$ cat src/rtl/vickrey_scan_ctrl.sv
// vickrey_scan_ctrl: one sealed-bid second-price auction round over 2**N bidders.
// Sweeps the bid-select index once, tracking the highest bid, its index and the
// runner-up bid, then presents winner / win_bid / price until the next round.
//
// state   | meaning
// --------+-----------------------------------------------------------
// ST_IDLE | waiting for start; results from the last round are held
// ST_SCAN | one bidder per cycle, sel walks 0 .. 2**N-1
// ST_DONE | single-cycle done pulse, results valid, back to ST_IDLE
module vickrey_scan_ctrl #(
  parameter int N = 3,
  parameter int W = 8
) (
  input  logic                clk,
  input  logic                rst_n,
  input  logic                start,
  input  logic [W-1:0]        bid_in,
  output logic [N-1:0]        sel,
  output logic [(1<<N)-1:0]   grant,
  output logic                busy,
  output logic                done,
  output logic                valid,
  output logic [N-1:0]        winner,
  output logic [W-1:0]        win_bid,
  output logic [W-1:0]        price
);

  typedef enum logic [1:0] {
    ST_IDLE = 2'd0,
    ST_SCAN = 2'd1,
    ST_DONE = 2'd2
  } state_t;

  localparam logic [N-1:0] SEL_LAST = {N{1'b1}};

  state_t state;

  // Round sequencing plus the running max / runner-up tracking; win_bid and
  // price double as the max and second registers so the results need no copy.
  always_ff @(posedge clk or negedge rst_n) begin
    if (!rst_n) begin
      state   <= ST_IDLE;
      sel     <= '0;
      busy    <= 1'b0;
      done    <= 1'b0;
      valid   <= 1'b0;
      winner  <= '0;
      win_bid <= '0;
      price   <= '0;
    end else begin
      case (state)
        ST_IDLE: begin
          done <= 1'b0;
          if (start) begin
            win_bid <= '0;
            price   <= '0;
            winner  <= '0;
            valid   <= 1'b0;
            sel     <= '0;
            busy    <= 1'b1;
            state   <= ST_SCAN;
          end
        end
        ST_SCAN: begin
          // Strict compare: an equal bid at a later index only raises price.
          if (bid_in > win_bid) begin
            price   <= win_bid;
            win_bid <= bid_in;
            winner  <= sel;
          end else if (bid_in > price) begin
            price <= bid_in;
          end
          if (sel == SEL_LAST) begin
            // valid rises together with the DONE cycle so both are seen at once;
            // sel stays parked on the last index.
            busy  <= 1'b0;
            done  <= 1'b1;
            valid <= 1'b1;
            state <= ST_DONE;
          end else begin
            sel <= sel + N'(1);
          end
        end
        ST_DONE: begin
          done  <= 1'b0;
          state <= ST_IDLE;
        end
        default: begin
          busy  <= 1'b0;
          done  <= 1'b0;
          state <= ST_IDLE;
        end
      endcase
    end
  end

  // One-hot bidder grant, decoded from registered state and index only.
  always_comb begin
    grant = '0;
    if (state == ST_SCAN) grant[sel] = 1'b1;
  end

endmodule

$ cat config.mk
export PLATFORM = sky130hd
export DESIGN_NAME = vickrey_scan_ctrl
export DESIGN_NICKNAME = d
export VERILOG_FILES = /design/src/rtl/vickrey_scan_ctrl.sv
export SDC_FILE = /design/constraint.sdc
export NUM_CORES = 1
export LEC_CHECK = 0
export ABC_CLOCK_PERIOD_IN_PS = 1900
export CAP_MARGIN = 25
export CORE_ASPECT_RATIO = 1.5
export CORE_MARGIN = 5
export CORE_UTILIZATION = 44
export CTS_CLUSTER_DIAMETER = 100
export DETAILED_ROUTE_END_ITERATION = 16
export MAX_ROUTING_LAYER = met4
export PLACE_DENSITY = 0.77
export SLEW_MARGIN = 20
export SYNTH_ARGS = -nofsm -noshare
export SYNTH_HDL_FRONTEND = slang
export SYNTH_SLANG_ARGS = --single-unit
$ cat constraint.sdc
create_clock -name clk -period 1.9 [get_ports clk]
set_clock_uncertainty 0.05 [all_clocks]
set_input_delay 0.38 -clock clk [delete_from_list [all_inputs] [get_ports clk]]
set_output_delay 0.38 -clock clk [all_outputs]
set_load 0.02 [all_outputs]
==> results.json, run 1 <==
{
  "layout.nets": 294,
  "via_count_of_the_first_global_routing_pass": 1935,
  "detailedRoute.firstPassIterationCount": 4,
  "synth_compound_gate_area_share_pct": 26.26,
  "die_h_um": 86.36,
  "worst_slew_pin_slew_ns": 0.5025,
  "worstReg2RegEnd": "price[3]",
  "worst-endpoint-arrival_ns": 2.17,
  "clk_transition_reported_paths_ns": 0.10,
  "powerDensity_nw_per_um2": 1835,
  "route.vias.total": 1791,
  "drt_wl_total_um": 5930,
  "async_sr_flop_fraction_pct": 100.0,
  "final_cells": 307,
  "tmin_final_ns": 2.020,
  "slew-limit-headroom_pct": 66.15,
  "post_detailed_route_wirelength_per_cell_um": 19.32,
  "clock.fmax_ghz": 0.4951,
  "cts_buffer_depth": 2,
  "placementRows": 27,
  "detail_route.iter0.violations": 78,
  "critPathCaptureType": "flop",
  "final_layout_size_suffix_gt1_share_pct": 45.45,
  "fill_cells": 247,
  "failed_checks": "setup timing",
  "post_synth_inst_count": 177,
  "setup_slack_ns": -0.1200,
  "clkSinkCount": 27,
  "finalMaxSlewViolations": 0,
  "share_seq_of_total_power_pct": 20.1,
  "flops_latches_synth": 27,
  "run_status": "finished with violations",
  "flow.area_growth_from_synthesis_pct": 65.69,
  "clk-insertion-delay-late_ns": 0.28,
  "synth_enable_flop_cells": 0,
  "antenna_left": 0,
  "post_synth.cell_area_avg_um2": 9.663,
  "r2r_start": "win_bid[1]",
  "diodes": 0,
  "synth-simple-area-share_pct": 14.48,
  "grt_antenna_before_repair": 0,
  "min_path_type": "primary input to async pin",
  "post_synth_fa_ha_maj_area_fraction_pct": 13.17,
  "rr_worst_depth": 9,
  "mostFrequentLayoutCell": "sky130_fd_sc_hd__buf_4",
  "core_area_um2": 3716,
  "placement.io_buffers": 43,
  "finalWeightedCongestion": 0.8151,
  "synthesis.nets": 206,
  "synthDistinctLibCells": 40,
  "initial_core_util_pct": 46.03,
  "rsz0062_at_grt": "yes",
  "internal-power_w": 0.002805,
  "cell_area_after_synthesis_um2": 1710,
  "detail_route.drc_violations": 0,
  "hold_viol_final": 0,
  "tritoncts.num_buffers": 3,
  "tritoncts": "yes",
  "vdd_drop_max_mv": 1.122,
  "global_route.usage.total_pct": 25.05,
  "post_route_setup_tns_ns": -1.228,
  "cp_max_fo": 7,
  "grt_first_pass_wirelength_um": 9735,
  "setup_viol": 18,
  "cp_data_required_time_ns": 2.05,
  "share_of_total_power_in_combinational_logic_pct": 73.3,
  "ioPinCount": 44,
  "layout.cells.most_common_list": "37 x sky130_fd_sc_hd__buf_4, 24 x sky130_fd_sc_hd__clkdlybuf4s50_1, 20 x sky130_fd_sc_hd__dfrtp_1",
  "worst_setup_path_start_kind": "primary input",
  "number_of_placed_instances_taps_included": 298,
  "clock-root-buffer": "sky130_fd_sc_hd__clkbuf_8",
  "total_switching_power_w": 0.002395,
  "power_frac_clock_pct": 6.6,
  "synth_top_family_by_area": "compound AO/OA/AOI/OAI gates",
  "power_w": 0.005200,
  "grt_max_degree": 28,
  "cts_max_level": 1,
  "fp.dieArea_um2": 5260,
  "die_x_um": 60.91,
  "grt_remaining_overflow": 0,
  "ys_seq_area_share_pct": 39.50,
  "place.detailed.hpwl_um": 3748,
  "post_drt_via_cell_ratio": 5.834,
  "cap_violations": 0,
  "critical_path_class": "primary input to flop",
  "layout_worst_path_cycle_share_pct": 106.3,
  "dominantRegCellSynth": "sky130_fd_sc_hd__dfrtp_1",
  "post_synth_mux_area_share_pct": 1.170,
  "xor_xnor_portion_of_the_synthesized_cell_area_pct": 0,
  "synth-warning-count": 0,
  "swShare_pct": 46.06,
  "timing.reg2reg.setup_slack_ns": -0.11,
  "total_leakage_power_nw": 1.266
}
Yosys cell counts, types with 2 or more instances:
master | instances | area [µm²]
sky130_fd_sc_hd__mux2i_1 | 2 | 20.02
sky130_fd_sc_hd__nor2b_1 | 2 | 12.51
sky130_fd_sc_hd__inv_1 | 18 | 67.56
sky130_fd_sc_hd__nand3_1 | 4 | 20.02
sky130_fd_sc_hd__nor3_1 | 4 | 20.02
sky130_fd_sc_hd__o31ai_2 | 3 | 37.54
sky130_fd_sc_hd__o21ai_0 | 5 | 25.02
sky130_fd_sc_hd__a21oi_1 | 23 | 115.1
sky130_fd_sc_hd__o22ai_1 | 7 | 43.79
sky130_fd_sc_hd__o211ai_2 | 2 | 25.02
sky130_fd_sc_hd__nand2b_1 | 3 | 18.77
sky130_fd_sc_hd__buf_2 | 2 | 10.01
sky130_fd_sc_hd__nand2_1 | 11 | 41.29
sky130_fd_sc_hd__dfrtp_1 | 27 | 675.7
sky130_fd_sc_hd__nand4_1 | 3 | 18.77
sky130_fd_sc_hd__nand2_2 | 2 | 12.51
sky130_fd_sc_hd__a22o_1 | 11 | 96.34
sky130_fd_sc_hd__nor2_1 | 9 | 33.78
sky130_fd_sc_hd__ha_1 | 18 | 225.2
per-layer routing:
layer  routed length (µm)  GRT usage (%)  vias to the layer above
met2                 3334          44.69                       68
met5                    0              -                        -
met3                  241          2.981                       13
li1                     -              -                      820
met1                 2247          28.82                      890
met4                  107          6.509                        0
registers in the layout (all words and copies together) (netlist names):
register	count
price	8
win_bid	8
sel	3
winner	3
state	2
busy	1
done	1
valid	1
layout make-up:
cell class	instances	area [µm²]	area share, %
inverter	18	70.07	2.472
clock inverter	1	5.005	0.1766
sequential	27	684.4	24.15
timing repair buffer	87	749.5	26.45
multi-input combinational	128	1230	43.40
tap	43	53.80	1.898
clock buffer	3	41.29	1.457
worst max path at each step:
stage / startpoint / end / slack, ns / cells past startpoint
2_1_floorplan: win_bid[1] / winner[1] / 0.005 / 9
3_3_place_gp: bid_in[3] / win_bid[3] / -0.62 / 7
3_5_place_dp: bid_in[3] / price[0] / -0.67 / 7
4_1_cts: win_bid[1] / price[0] / -0.14 / 9
5_1_grt: win_bid[1] / price[0] / -0.17 / 9
6_report: bid_in[3] / price[3] / -0.12 / 7
critical path, cell delays in order:
cell	delay (ns)
sky130_fd_sc_hd__dlygate4sd2_1	0.33
sky130_fd_sc_hd__ha_1	0.40
sky130_fd_sc_hd__a21oi_2	0.22
sky130_fd_sc_hd__a21oi_2	0.10
sky130_fd_sc_hd__o31ai_4	0.37
sky130_fd_sc_hd__a31oi_4	0.18
sky130_fd_sc_hd__o22ai_1	0.19
timing repair:
item / CTS / global route
gates cloned: 0 / 0
hold buffers: 0 / 0
buffers inserted: 5 / 1
resized for setup: 64 / 36
setup endpoints to repair: 29 / 29
pin swaps: 40 / 18
stage by stage:
step	setup WS [ns]	area [µm²]	hold slack, ns	utilization, %
2_1_floorplan	0.004847	1730	0.03441	-
3_3_place_gp	-0.6223	2482	0.4403	66.80
3_5_place_dp	-0.6677	2482	0.4348	66.80
4_1_cts	-0.1372	2798	0.4346	75.29
5_1_grt	-0.1678	2834	0.4629	76.26
6_report	-0.1200	2834	0.4155	76.26
power groups by stage:
stage | Combinational, W | Sequential, W | Clock [W]
2_1_floorplan | 0.00144 | 0.00130 | 0
3_3_place_gp | 0.00301 | 0.00102 | 0
3_5_place_dp | 0.00306 | 0.00103 | 0
4_1_cts | 0.00358 | 0.00102 | 0.000347
5_1_grt | 0.00407 | 0.00107 | 0.000371
6_report | 0.00381 | 0.00104 | 0.000345
cell families after synthesis:
logic type,after synthesis
fa+ha+maj,18
compound gates,62
flops,27
simple gates,46
buf+inv,22
mux,2
No activity file was read; power rests on OpenSTA's default activity.
==> run 2, diff against run 1 <==
--- a/config.mk
+++ b/config.mk
@@ -10,7 +10,7 @@
 export CORE_ASPECT_RATIO = 1.5
 export CORE_MARGIN = 5
 export CORE_UTILIZATION = 44
-export CTS_CLUSTER_DIAMETER = 100
+export CTS_CLUSTER_DIAMETER = 50
 export DETAILED_ROUTE_END_ITERATION = 16
 export MAX_ROUTING_LAYER = met4
 export PLACE_DENSITY = 0.77
==> results of run 2 <==
Final layout, timing and power as in run 1 (identical DEF).
